### src/rtl/regfile_hilo.sv
// 32x32 GPR file with HI/LO registers, write-through bypass on every read port,
// and a wrapping debug counter of committed GPR writes.
module regfile_hilo #(
    parameter int WB_TO_RF_WD = 38,
    parameter int HILO_WD     = 67
) (
    input  logic                   clk,
    input  logic                   rst,
    input  logic [WB_TO_RF_WD-1:0] wb_to_rf_bus,
    input  logic [HILO_WD-1:0]     mul_div_to_rf,
    input  logic [4:0]             raddr1,
    input  logic [4:0]             raddr2,
    output logic [31:0]            rdata1,
    output logic [31:0]            rdata2,
    output logic [31:0]            hi_rdata,
    output logic [31:0]            lo_rdata,
    output logic [15:0]            wr_count
);

    logic        we;
    logic [4:0]  waddr;
    logic [31:0] wdata;
    logic [31:0] hi_wdata;
    logic [31:0] lo_wdata;
    logic        hi_we;
    logic        lo_we;
    logic        hilo_en;

    assign we       = wb_to_rf_bus[37];
    assign waddr    = wb_to_rf_bus[36:32];
    assign wdata    = wb_to_rf_bus[31:0];
    assign hi_wdata = mul_div_to_rf[66:35];
    assign lo_wdata = mul_div_to_rf[34:3];
    assign hi_we    = mul_div_to_rf[2];
    assign lo_we    = mul_div_to_rf[1];
    assign hilo_en  = mul_div_to_rf[0];

    logic [31:0] gpr_q [32];
    logic [31:0] gpr_d [32];
    logic [31:0] hi_q, hi_d;
    logic [31:0] lo_q, lo_d;
    logic [15:0] wr_count_q, wr_count_d;

    logic gpr_wr;
    logic hi_wr;
    logic lo_wr;

    // Write strobes are suppressed during reset so neither storage nor bypass sees them.
    assign gpr_wr = !rst && we && (waddr != 5'd0);
    assign hi_wr  = !rst && hilo_en && hi_we;
    assign lo_wr  = !rst && hilo_en && lo_we;

    always_comb begin
        for (int i = 0; i < 32; i++) begin
            gpr_d[i] = rst ? 32'd0 : gpr_q[i];
        end
        hi_d       = rst ? 32'd0 : hi_q;
        lo_d       = rst ? 32'd0 : lo_q;
        wr_count_d = rst ? 16'd0 : wr_count_q;
        if (gpr_wr) begin
            gpr_d[waddr] = wdata;
            wr_count_d   = wr_count_q + 16'd1;
        end
        if (hi_wr) begin
            hi_d = hi_wdata;
        end
        if (lo_wr) begin
            lo_d = lo_wdata;
        end
    end

    always_ff @(posedge clk) begin
        for (int i = 0; i < 32; i++) begin
            gpr_q[i] <= gpr_d[i];
        end
        hi_q       <= hi_d;
        lo_q       <= lo_d;
        wr_count_q <= wr_count_d;
    end

    // Register 0 is hardwired to zero, independent of what storage holds.
    always_comb begin
        rdata1 = gpr_q[raddr1];
        rdata2 = gpr_q[raddr2];
        if (gpr_wr && (raddr1 == waddr)) begin
            rdata1 = wdata;
        end
        if (gpr_wr && (raddr2 == waddr)) begin
            rdata2 = wdata;
        end
        if (raddr1 == 5'd0) begin
            rdata1 = 32'd0;
        end
        if (raddr2 == 5'd0) begin
            rdata2 = 32'd0;
        end
        hi_rdata = hi_wr ? hi_wdata : hi_q;
        lo_rdata = lo_wr ? lo_wdata : lo_q;
    end

    assign wr_count = wr_count_q;

endmodule

### config.mk
export PLATFORM = sky130hd
export DESIGN_NAME = regfile_hilo
export DESIGN_NICKNAME = d
export VERILOG_FILES = /design/src/rtl/regfile_hilo.sv
export SDC_FILE = /design/constraint.sdc
export NUM_CORES = 2
export LEC_CHECK = 0
export ABC_CLOCK_PERIOD_IN_PS = 3900
export CORE_MARGIN = 2
export CORE_UTILIZATION = 30
export DETAILED_ROUTE_END_ITERATION = 8
export GPL_ROUTABILITY_DRIVEN = 0
export SYNTH_ARGS = -nofsm -noshare
export SYNTH_HDL_FRONTEND = slang
export SYNTH_SLANG_ARGS = --single-unit
### constraint.sdc
create_clock -name clk -period 3.9 [get_ports clk]
set_input_delay 1.17 -clock clk [delete_from_list [all_inputs] [get_ports clk]]
set_output_delay 1.17 -clock clk [all_outputs]
set_load 0.02 [all_outputs]
==> results.py <==
metrics = {
    "clock_tree": {
        "insertion_delay_ps": 770,
        "clock_path_buffers": 3,
        "numCtsBuffers": 120,
        "cts-root-buf": "clkbuf_16",
        "clk_pin_slew_ps": 60,
        "cts_tree": "done",
        "htreeDepth": 3,
        "hold_buffers": 0,
        "cts_sinks": 1104,
    },
    "synth": {
        "synth_edf_count": 80,
        "synth_area_leaders": "dfxtp_1 (35%), mux4_2 (12%), nand2b_1 (11%)",
        "yosysWarnings": 0,
        "synth.net_count": 6596,
        "synth_most_common_cell": "o21ai_0",
        "ys_types": 59,
        "synthArstFlopShare_pct": 0,
        "synth-seq-area-share_pct": 38.9,
        "syn-cell-area_um2": 58900,
        "synth-seq-cells": 1104,
        "postSynthCellCount": 6478,
        "yosysTopAreaCell": "dfxtp_1",
        "synth_top_area_share_pct": 34.8,
        "synth-main-ff-cell": "dfxtp_1",
        "synth.top_cells.by_count": "o21ai_0 (1,029), nand2_1 (1,028), dfxtp_1 (1,024)",
        "avgSynthCellArea_um2": 9.09,
    },
    "placement": {
        "numPortBuffers": 260,
        "dp_hpwl_um": 158000,
        "dp_slack_ps": -1190,
    },
    "run_status": {
        "status": "finished with violations",
        "violations": "negative setup slack",
    },
    "global_route": {
        "grtUsageMet3_pct": 3.83,
        "grt_antenna_before_repair": 6,
        "grt_max_degree": 287,
        "use_met2_pct": 37.7,
        "grt_util_all_layers_pct": 23.5,
        "first_global_vias": 50600,
        "grt_overflow": 0,
        "grt-busiest-layer": "met2",
        "grt_pass1_wl_um": 351000,
        "met1_usage_pct": 28.7,
    },
    "power_and_ir_drop": {
        "power_frac_comb_pct": 14.1,
        "p_per_area_nw_per_um2": 357,
        "internal_power_mw": 20.6,
        "totalPowerFinal_mw": 27.9,
        "peakVddDrop_v": 0.000402,
        "power.switching_mw": 7.28,
        "power.leakage_nw": 27.5,
        "swShare_pct": 26.1,
        "clock_power_share_pct": 44.2,
        "seq_power_share_pct": 41.7,
    },
    "run": {
        "drv_cap": 0,
    },
    "setup_path": {
        "cp-end-kind": "primary output",
        "critPathRequiredTime_ps": 2730,
        "path_max_fanout": 7,
        "startpoint": "raddr1[0]",
        "worstSetupStartpointType": "input pin",
        "arrival_ps": 3350,
        "r2r_start": "wr_count[0]",
        "worstSetupPathType": "in -> out",
    },
    "drt": {
        "ant_nets": 0,
        "via_count": 52700,
        "post_drt_wl_per_cell_um": 25.2,
        "dr.first_iter.drc_count": 5799,
        "viasPerCell": 5.42,
        "drt-pass1-iter-count": 5,
        "drcViolationCount": 0,
        "totalWireLength_um": 245000,
    },
    "die": {
        "core_um2": 195000,
        "die_y_um": 447,
        "ios": 261,
        "die_area_um2": 200000,
        "die_x_um": 447,
        "rows": 162,
        "start_util_pct": 30.2,
    },
    "timing": {
        "slew_viol_final": 0,
        "slew_headroom_pct": 17.7,
        "period_needed_ps": 4520,
        "rsz0062_at_grt": "true",
        "worstMarginPinSlew_ps": 1230,
        "max_freq_mhz": 221,
        "finalCritPeriodShare_pct": 116,
        "hold_viol": 0,
        "finalSetupViolations": 64,
        "finalSetupTns_ps": -30500,
        "skew_ps": 2.75,
        "fin_ws_ps": -616,
    },
    "cells_and_area": {
        "num-nets-final": 7119,
        "multi_input_area_um2": 35400,
        "area_delta_synth_final_pct": 32.6,
        "final_util_pct": 40.1,
        "n_fill_cell": 18700,
        "seq_area_um2": 22900,
        "drive_gt1_share_pct": 26.4,
    },
    "min_path": {
        "hp-class": "reg -> reg",
        "hold_start": "gpr_q[0][14]",
    },
}
==> logic make-up (layout without fill, tap and decap cells) <==
| kind of cell | count (synthesis) | after routing | synth area share (%) |
|---|---|---|---|
| xor gates and xnor gates | 23 | 23 | 0.342 |
| muxes | 797 | 797 | 20.3 |
| AOI/OAI and AO/OA | 1501 | 1501 | 15.1 |
| buffers and inverters | 679 | 1298 | 5.09 |
| adders and majority gates | 1 | 1 | 0.0212 |
| DFF | 1104 | 1104 | 38.9 |
| other | 0 | 1 | 0 |
| and+or+nand+nor | 2373 | 2374 | 20.3 |
==> through the flow <==
| step | cell area, um2 | std cells | hold slack [ps] |
|---|---|---|---|
| after floorplan | 59300 | 6478 | 451 |
| after global placement | 69000 | 9311 | 464 |
| after detailed placement | 69000 | 9311 | 470 |
| after CTS | 76500 | 9653 | 481 |
| after global routing | 78100 | 9723 | 494 |
| final | 78100 | 9723 | 484 |
==> power groups by stage <==
stage	logic, mW	clock network, mW	registers, mW
final	3.93	12.4	11.6
after global routing	4.02	12.9	11.6
after CTS	3.71	12.5	11.6
after detailed placement	3.38	0	11.9
after global placement	3.37	0	11.9
after floorplan	1.69	0	11.9
==> path summary, 6_finish.rpt <==
kind	end	slack (ps)	cells past startpoint
worst max-delay path	rdata1[15]	-620	10
worst min-delay path	gpr_q[0][14]	480	1
worst max register to register	wr_count[12]	2170	6
worst min register to register	gpr_q[0][14]	480	1
==> timing repair <==
action / CTS / global route
pin swaps: 78 / 94
resized for setup: 702 / 268
buffers inserted: 108 / 67
endpoints found under the setup margin: 128 / 100
gates cloned: 17 / 16
==> cells in the final DEF (no fill, tap or decap), drive strengths merged, types with 10 or more instances in the layout <==
master	instances
mux2i	418
nand3	35
edfxtp	80
a22o	30
nor2	127
inv	10
xor2	13
mux2	69
a31oi	37
nand2	1028
mux4	310
nor3b	10
clkinv	28
o21ai	1029
o221a	15
bufinv	14
clkbuf	186
buf	928
dfxtp	1024
a22oi	179
nand2b	1005
a211oi	15
a41oi	35
o211ai	43
a21oi	14
xnor2	10
nor3	19
nor2b	44
and2	74
a221oi	65
clkdlybuf4s50	113
==> state kept, by name (all words and copies together), names as in the netlist <==
signal and flops:
gpr_q 1024, hi_q 32, lo_q 32, wr_count 16
==> worst max-delay path, stage by stage <==
cell and delay, ps:
buf_16 130, buf_12 160, buf_12 150, buf_16 150
buf_12 140, buf_8 110, mux4_2 490, o211ai_1 340
a41oi_4 280, buf_12 210
==> layer usage <==
layer  part of all wire (%)  up-vias
met1                     38    25600
met4                    8.2        8
met5                  0.020        -
met2                     46     2630
met3                    8.1      732
li1                       -    23800
==> final cells by class <==
| class | count | area share [%] |
|---|---|---|
| Clock buffer | 168 | 4.59 |
| Sequential cell | 1104 | 29.3 |
| Inverter | 6 | 0.0368 |
| Clock inverter | 51 | 0.814 |
| Multi-Input combinational cell | 4696 | 45.3 |
| Antenna cell | 1 | 0.00320 |
| Tap cell | 2624 | 4.20 |
| Timing Repair Buffer | 1073 | 15.7 |
Note: power is estimated with default switching activity, not from simulation.
